`config.mk`:
```
export PLATFORM = sky130hd
export DESIGN_NAME = multicycle_control_fsm
export DESIGN_NICKNAME = d
export VERILOG_FILES = /design/src/rtl/multicycle_control_fsm.sv
export SDC_FILE = /design/constraint.sdc
export NUM_CORES = 1
export LEC_CHECK = 0
export CAP_MARGIN = 25
export CORE_MARGIN = 3
export CORE_UTILIZATION = 35
export DETAILED_ROUTE_END_ITERATION = 8
export PLACE_DENSITY = 0.76
export SLEW_MARGIN = 5
export SYNTH_ARGS = -nofsm -noshare
export SYNTH_HDL_FRONTEND = slang
export SYNTH_SLANG_ARGS = --single-unit
```
`constraint.sdc`:
```
create_clock -name clk -period 1.75 [get_ports clk]
set_clock_uncertainty 0.1 [all_clocks]
set_input_delay 0.35 -clock clk [delete_from_list [all_inputs] [get_ports clk]]
set_output_delay 0.35 -clock clk [all_outputs]
set_load 0.02 [all_outputs]
```
`src/rtl/multicycle_control_fsm.sv`:
```
// Multi-cycle RV32I control unit: FETCH/DECODE/EXEC/MEM/WB sequencing with a memory watchdog.
// Optional feature macro: MC_ILLEGAL_TRAP_EN (illegal instructions fault instead of retiring as NOPs).
module multicycle_control_fsm #(
    parameter int ALUOP_W = 4,
    parameter int TIMEOUT = 255,
    parameter int TO_W    = 8
) (
    input  logic               clk,
    input  logic               rst,
    input  logic [31:0]        instr,
    input  logic               zero_f,
    input  logic               ovf_f,
    input  logic               neg_f,
    input  logic               carry_f,
    input  logic               mem_ready,
    output logic               mem_req,
    output logic               mem_we,
    output logic               mem_iaddr,
    output logic [1:0]         mem_size,
    output logic               ext_sign,
    output logic               ir_we,
    output logic               pc_we,
    output logic [1:0]         pc_sel,
    output logic [ALUOP_W-1:0] alu_op,
    output logic               alu_src_b,
    output logic [2:0]         imm_sel,
    output logic [1:0]         result_src,
    output logic               reg_write,
    output logic               fault,
    output logic [1:0]         fault_code,
    output logic [2:0]         state_o
);
    localparam logic [ALUOP_W-1:0] ALU_ADD   = ALUOP_W'(0);
    localparam logic [ALUOP_W-1:0] ALU_SUB   = ALUOP_W'(1);
    localparam logic [ALUOP_W-1:0] ALU_SLL   = ALUOP_W'(2);
    localparam logic [ALUOP_W-1:0] ALU_SLT   = ALUOP_W'(3);
    localparam logic [ALUOP_W-1:0] ALU_SLTU  = ALUOP_W'(4);
    localparam logic [ALUOP_W-1:0] ALU_XOR   = ALUOP_W'(5);
    localparam logic [ALUOP_W-1:0] ALU_SRL   = ALUOP_W'(6);
    localparam logic [ALUOP_W-1:0] ALU_SRA   = ALUOP_W'(7);
    localparam logic [ALUOP_W-1:0] ALU_OR    = ALUOP_W'(8);
    localparam logic [ALUOP_W-1:0] ALU_AND   = ALUOP_W'(9);
    localparam logic [ALUOP_W-1:0] ALU_PASSB = ALUOP_W'(10);

    localparam logic [2:0] IMM_I = 3'd0;
    localparam logic [2:0] IMM_S = 3'd1;
    localparam logic [2:0] IMM_B = 3'd2;
    localparam logic [2:0] IMM_U = 3'd3;
    localparam logic [2:0] IMM_J = 3'd4;

    localparam logic [6:0] OP_REG    = 7'b0110011;
    localparam logic [6:0] OP_IMM    = 7'b0010011;
    localparam logic [6:0] OP_LUI    = 7'b0110111;
    localparam logic [6:0] OP_LOAD   = 7'b0000011;
    localparam logic [6:0] OP_STORE  = 7'b0100011;
    localparam logic [6:0] OP_BRANCH = 7'b1100011;
    localparam logic [6:0] OP_JAL    = 7'b1101111;
    localparam logic [6:0] OP_JALR   = 7'b1100111;

    localparam logic [1:0] FC_NONE    = 2'b00;
    localparam logic [1:0] FC_ILLEGAL = 2'b01;
    localparam logic [1:0] FC_TIMEOUT = 2'b10;

    localparam logic [TO_W-1:0] TO_LAST = (TIMEOUT > 0) ? TO_W'(TIMEOUT - 1) : {TO_W{1'b0}};

    typedef enum logic [2:0] {
        S_FETCH  = 3'd0,
        S_DECODE = 3'd1,
        S_EXEC   = 3'd2,
        S_MEM    = 3'd3,
        S_WB     = 3'd4,
        S_FAULT  = 3'd5
    } state_t;

    typedef enum logic [2:0] {
        C_ALU, C_LOAD, C_STORE, C_BRANCH, C_JAL, C_JALR, C_ILL
    } cls_t;

    state_t                state_q, state_d;
    logic [TO_W-1:0]       wd_q, wd_d;
    logic [1:0]            fcode_q, fcode_d;
    cls_t                  cls_s;
    logic [ALUOP_W-1:0]    alu_op_s;
    logic                  alu_src_b_s;
    logic [2:0]            imm_sel_s;
    logic                  req_s, wait_s, expire_s, taken_s;

    wire [6:0] opcode_s = instr[6:0];
    wire [2:0] funct3_s = instr[14:12];
    wire [6:0] funct7_s = instr[31:25];

    function automatic logic [ALUOP_W-1:0] alu_from_f3(input logic [2:0] f3, input logic alt);
        logic [ALUOP_W-1:0] op;
        case (f3)
            3'b000:  op = alt ? ALU_SUB : ALU_ADD;
            3'b001:  op = ALU_SLL;
            3'b010:  op = ALU_SLT;
            3'b011:  op = ALU_SLTU;
            3'b100:  op = ALU_XOR;
            3'b101:  op = alt ? ALU_SRA : ALU_SRL;
            3'b110:  op = ALU_OR;
            default: op = ALU_AND;
        endcase
        return op;
    endfunction

    // carry_f is the adder carry-out of rs1 - rs2, so 1 means no borrow (rs1 >= rs2 unsigned)
    function automatic logic branch_taken(input logic [2:0] f3, input logic z, input logic v,
                                          input logic n, input logic c);
        logic t;
        case (f3)
            3'b000:  t = z;
            3'b001:  t = ~z;
            3'b100:  t = n ^ v;
            3'b101:  t = ~(n ^ v);
            3'b110:  t = ~c;
            3'b111:  t = c;
            default: t = 1'b0;
        endcase
        return t;
    endfunction

    // Instruction class and datapath selects from the latched instruction
    always_comb begin
        cls_s       = C_ILL;
        alu_op_s    = ALU_ADD;
        alu_src_b_s = 1'b1;
        imm_sel_s   = IMM_I;
        case (opcode_s)
            OP_REG: begin
                alu_src_b_s = 1'b0;
                alu_op_s    = alu_from_f3(funct3_s, funct7_s[5]);
                if ((funct7_s == 7'b0000000) ||
                    ((funct7_s == 7'b0100000) && ((funct3_s == 3'b000) || (funct3_s == 3'b101)))) begin
                    cls_s = C_ALU;
                end else begin
                    cls_s = C_ILL;
                end
            end
            OP_IMM: begin
                alu_op_s = alu_from_f3(funct3_s, (funct3_s == 3'b101) && funct7_s[5]);
                if (funct3_s == 3'b001) begin
                    cls_s = (funct7_s == 7'b0000000) ? C_ALU : C_ILL;
                end else if (funct3_s == 3'b101) begin
                    cls_s = ((funct7_s == 7'b0000000) || (funct7_s == 7'b0100000)) ? C_ALU : C_ILL;
                end else begin
                    cls_s = C_ALU;
                end
            end
            OP_LUI: begin
                cls_s     = C_ALU;
                alu_op_s  = ALU_PASSB;
                imm_sel_s = IMM_U;
            end
            OP_LOAD: begin
                cls_s = ((funct3_s == 3'b011) || (funct3_s[2:1] == 2'b11)) ? C_ILL : C_LOAD;
            end
            OP_STORE: begin
                imm_sel_s = IMM_S;
                cls_s     = (funct3_s[2] || (funct3_s[1:0] == 2'b11)) ? C_ILL : C_STORE;
            end
            OP_BRANCH: begin
                alu_src_b_s = 1'b0;
                alu_op_s    = ALU_SUB;
                imm_sel_s   = IMM_B;
                cls_s       = (funct3_s[2:1] == 2'b01) ? C_ILL : C_BRANCH;
            end
            OP_JAL: begin
                imm_sel_s = IMM_J;
                cls_s     = C_JAL;
            end
            OP_JALR: begin
                cls_s = (funct3_s == 3'b000) ? C_JALR : C_ILL;
            end
            default: cls_s = C_ILL;
        endcase
    end

    assign req_s    = (state_q == S_FETCH) || (state_q == S_MEM);
    assign wait_s   = req_s && !mem_ready;
    // A handshake in the last allowed cycle wins over the timeout
    assign expire_s = (TIMEOUT != 0) && wait_s && (wd_q == TO_LAST);
    assign taken_s  = branch_taken(funct3_s, zero_f, ovf_f, neg_f, carry_f);

    // State, watchdog and fault-code registers
    always_ff @(posedge clk) begin
        if (rst) begin
            state_q <= S_FETCH;
            wd_q    <= {TO_W{1'b0}};
            fcode_q <= FC_NONE;
        end else begin
            state_q <= state_d;
            wd_q    <= wd_d;
            fcode_q <= fcode_d;
        end
    end

    // Next-state and watchdog logic
    always_comb begin
        state_d = state_q;
        fcode_d = fcode_q;
        if ((TIMEOUT != 0) && wait_s) begin
            wd_d = wd_q + TO_W'(1);
        end else begin
            wd_d = {TO_W{1'b0}};
        end
        case (state_q)
            S_FETCH: begin
                if (mem_ready) begin
                    state_d = S_DECODE;
                end else if (expire_s) begin
                    state_d = S_FAULT;
                    fcode_d = FC_TIMEOUT;
                end else begin
                    state_d = S_FETCH;
                end
            end
            S_DECODE: begin
                if (cls_s == C_ILL) begin
`ifdef MC_ILLEGAL_TRAP_EN
                    state_d = S_FAULT;
                    fcode_d = FC_ILLEGAL;
`else
                    state_d = S_FETCH;
`endif
                end else begin
                    state_d = S_EXEC;
                end
            end
            S_EXEC: begin
                case (cls_s)
                    C_ALU:            state_d = S_WB;
                    C_LOAD, C_STORE:  state_d = S_MEM;
                    default:          state_d = S_FETCH;
                endcase
            end
            S_MEM: begin
                if (mem_ready) begin
                    state_d = (cls_s == C_STORE) ? S_FETCH : S_WB;
                end else if (expire_s) begin
                    state_d = S_FAULT;
                    fcode_d = FC_TIMEOUT;
                end else begin
                    state_d = S_MEM;
                end
            end
            S_WB:    state_d = S_FETCH;
            S_FAULT: state_d = S_FAULT;
            default: state_d = S_FETCH;
        endcase
    end

    // Strobes, requests and state-dependent selects; all strobes held low while rst is high
    always_comb begin
        mem_req    = 1'b0;
        mem_we     = 1'b0;
        mem_iaddr  = 1'b1;
        mem_size   = 2'b10;
        ext_sign   = 1'b0;
        ir_we      = 1'b0;
        pc_we      = 1'b0;
        pc_sel     = 2'b00;
        result_src = 2'b00;
        reg_write  = 1'b0;
        if (!rst) begin
            case (state_q)
                S_FETCH: begin
                    mem_req = 1'b1;
                    ir_we   = mem_ready;
                    pc_we   = mem_ready;
                end
                S_EXEC: begin
                    case (cls_s)
                        C_BRANCH: begin
                            pc_we  = taken_s;
                            pc_sel = 2'b01;
                        end
                        C_JAL: begin
                            pc_we      = 1'b1;
                            pc_sel     = 2'b01;
                            reg_write  = 1'b1;
                            result_src = 2'b10;
                        end
                        C_JALR: begin
                            pc_we      = 1'b1;
                            pc_sel     = 2'b10;
                            reg_write  = 1'b1;
                            result_src = 2'b10;
                        end
                        default: pc_we = 1'b0;
                    endcase
                end
                S_MEM: begin
                    mem_req   = 1'b1;
                    mem_iaddr = 1'b0;
                    mem_we    = (cls_s == C_STORE);
                    mem_size  = funct3_s[1:0];
                    ext_sign  = ~funct3_s[2];
                end
                S_WB: begin
                    reg_write  = 1'b1;
                    result_src = (cls_s == C_LOAD) ? 2'b01 : 2'b00;
                end
                default: mem_req = 1'b0;
            endcase
        end else begin
            mem_req = 1'b0;
        end
    end

    assign alu_op     = alu_op_s;
    assign alu_src_b  = alu_src_b_s;
    assign imm_sel    = imm_sel_s;
    assign fault      = (state_q == S_FAULT);
    assign fault_code = fcode_q;
    assign state_o    = state_q;

endmodule
```
==> flow_summary.ini <==
[die]
start_util_pct = 38.1
core_sq_um = 3180
row_count = 20
io_pins = 66
dieArea_sq_um = 4200
die_h_microns = 64.8
die_w_microns = 64.8

[synthesis]
yosys_warnings = 0
syn_nets = 212
synth_top_cell_by_area = dfxtp_1
async_flop_share_pct = 0
ys_seq_area_share_pct = 19.8
synth_top_flop_cell = dfxtp_1
synth_most_common_cell = nor2_1
ys_seq_elements = 12
synth_area_leaders = dfxtp_1, nor2_1, xor2_1
syn_inst = 171
netlist_top_cells_count = nor2_1, dfxtp_1, nand2_1
synth_edf_count = 0
avgSynthCellArea_sq_um = 7.08
yosysUniqueCellTypes = 51
netlist_area_sq_um = 1210
synth_top_area_share_pct = 19.8

[global_routing]
track_usage_pct = 23.7
grt_max_degree = 10
use_met1_pct = 27.5
met2_usage_pct = 44.6
first_global_vias = 1758
use_met3_pct = 3.47
top_usage_layer = met2
antenna_found_initial = 0
grt_overflow = 0
grt_pass1_wl_microns = 8000

[setup_path]
worstPathCellList = buf_6, buf_6, and4bb_2, buf_4, nand2_2, o22ai_4, buf_12, nor4_4, buf_4
ff2ff_setup_slack_ns = -0.10
reg2reg_from = state_o[0]
startpoint_type = input pin
crit_path_max_fanout = 3
critPathBufInv = 5
crit_path_end_kind = output port
required_ns = 1.30
r2r_end = state_o[2]
cpPeakStageDelay_ns = 0.32
setup.worst_path.start = instr[3]
crit_arrival_ns = 1.69
crit_slowest_cell = and4bb_2
path_depth = 9
reg2regPathDepth = 7
crit_end = mem_we
critPathKind = input pin to output port
path_delay_family = buffers and inverters

[power_and_ir_drop]
power_frac_clock_pct = 24.7
peakVddDrop_v = 0.000444
switching_share_pct = 33.5
comb_power_share_pct = 44.4
p_leak_nw = 1.13
power.internal_mw = 0.615
p_switching_mw = 0.310
p_per_area_nw_per_um2 = 345
power_frac_seq_pct = 30.9

[final_layout]
drive_above_1_share_pct = 59.6
area_growth_pct = 121
diodes = 0
nets = 329
final_util_pct = 84.4

[sta]
grt_setup_unrepaired = true
fin_crit_ns = 2.14
setup_viol = 20
slew_viol_final = 0
period_share_pct = 122
max_clock_freq_mhz = 467
hold_viol_final = 0
fin_setup_tns_ns = -4.89
fin_ws_ns = -0.391

[job]
max_cap_violations = 0

[clock_tree]
numCtsBuffers = 3
path_clk_slew_ns = 0.09
clock_path_buffers = 2
clock-root-buffer = clkbuf_4
numClockSinks = 12
cts_tree = yes
cts_htree_levels = 1
clk_latency_ns = 0.28
postCtsHoldBufs = 0

[routing]
post_drt_wl_per_cell_microns = 18.5
route.detailed.drc = 0
drt-pass1-iter-count = 4
dr_total_vias = 1874
drt_iter0_drc = 107
finalWirelength_microns = 6110
viasPerCell = 5.66
ant_nets = 0

[hold_path]
hp-class = input pin to register

[placement]
place_congestion = 0.978
dp_hpwl_microns = 3630
numPortBuffers = 49

[run_status]
status = finished with violations
violations = setup timing
## power groups by stage
| stage | combinational [mW] | sequential, mW | clock (mW) |
|---|---|---|---|
| 4_1_cts | 0.341 | 0.285 | 0.232 |
| 3_5_place_dp | 0.322 | 0.292 | 0 |
| 3_3_place_gp | 0.314 | 0.292 | 0 |
| 5_1_grt | 0.436 | 0.287 | 0.246 |
| 6_report | 0.411 | 0.286 | 0.228 |
| 2_1_floorplan | 0.153 | 0.294 | 0 |
## area by class of cell
| cell class | count | area (sq um) |
|---|---|---|
| multi-input cells | 142 | 1200 |
| repair buffers | 124 | 1120 |
| fillers | 172 | 495 |
| flip-flops and latches | 12 | 249 |
| well taps | 44 | 55.1 |
| clock buffers | 4 | 36.3 |
| inverters | 5 | 18.8 |
## stage by stage
step	hold WS [ns]	area (sq um)	power, mW	instances	setup slack, ns
detailed placement	0.378	2250	0.614	306	-1.25
floorplan	0.322	1360	0.446	171	-0.302
global placement	0.358	2250	0.606	306	-1.20
finish	0.350	2680	0.925	331	-0.391
global route	0.353	2680	0.969	331	-0.456
CTS	0.322	2420	0.858	319	-0.512
## cells by family (layout without fill, tap and decap cells)
| kind of cell | count (synthesis) | in the layout | synth area share, % |
|---|---|---|---|
| AND/OR/NAND/NOR | 85 | 85 | 39.1 |
| AO/OA/AOI/OAI | 41 | 41 | 22.3 |
| buffers and inverters | 17 | 133 | 6.82 |
| flip-flops | 12 | 12 | 19.8 |
| XOR/XNOR | 11 | 11 | 7.96 |
| adder cells (fa/ha/maj) | 2 | 2 | 2.07 |
| multiplexers | 2 | 2 | 1.65 |
| other | 1 | 1 | 0.310 |
## sequential cells by signal, summed over array words and instances (netlist names)
| signal | cells |
|---|---|
| wd_q | 8 |
| state_o | 3 |
| fault_code | 1 |
## cell usage in the layout, fill, tap and decap left out, types with 6 or more instances in the layout
master / n
buf_4: 59
dfxtp_1: 9
nand2_1: 8
a21oi_1: 6
dlygate4sd2_1: 9
buf_6: 37
buf_2: 7
nand3_1: 7
xor2_1: 8
o21ai_0: 6
nor2_1: 15
## worst min path at each step
stage                        from             to  slack (ns)  depth (start not counted)
floorplan                     rst     state_o[0]        0.32                          1
global placement    fault_code[1]  fault_code[1]        0.36                          2
detailed placement  fault_code[1]  fault_code[1]        0.38                          2
CTS                           rst     state_o[0]        0.32                          3
global route                  rst     state_o[0]        0.35                          3
finish                        rst     state_o[0]        0.35                          3
## repair_timing
item / 4_1_cts / 5_1_grt
buffers inserted: 9 / 13
resized for setup: 217 / 46
pin swaps: 28 / 30
setup endpoints to repair: 28 / 25
## worst register-to-register path, cell delays in order, from the launching register on
cell and delay, ns:
dfxtp_2 0.35, buf_8 0.14, inv_1 0.09, nand3_1 0.17
buf_4 0.20, nor4_2 0.30, a31oi_1 0.18, o22ai_1 0.22
## layer usage
metal / vias to the layer above / share of wire [%]
met5: - / 0
met4: 0 / 3.7
met3: 24 / 5.1
met2: 82 / 52
met1: 914 / 39
li1: 854 / -
(Power assumes the default switching activity.)
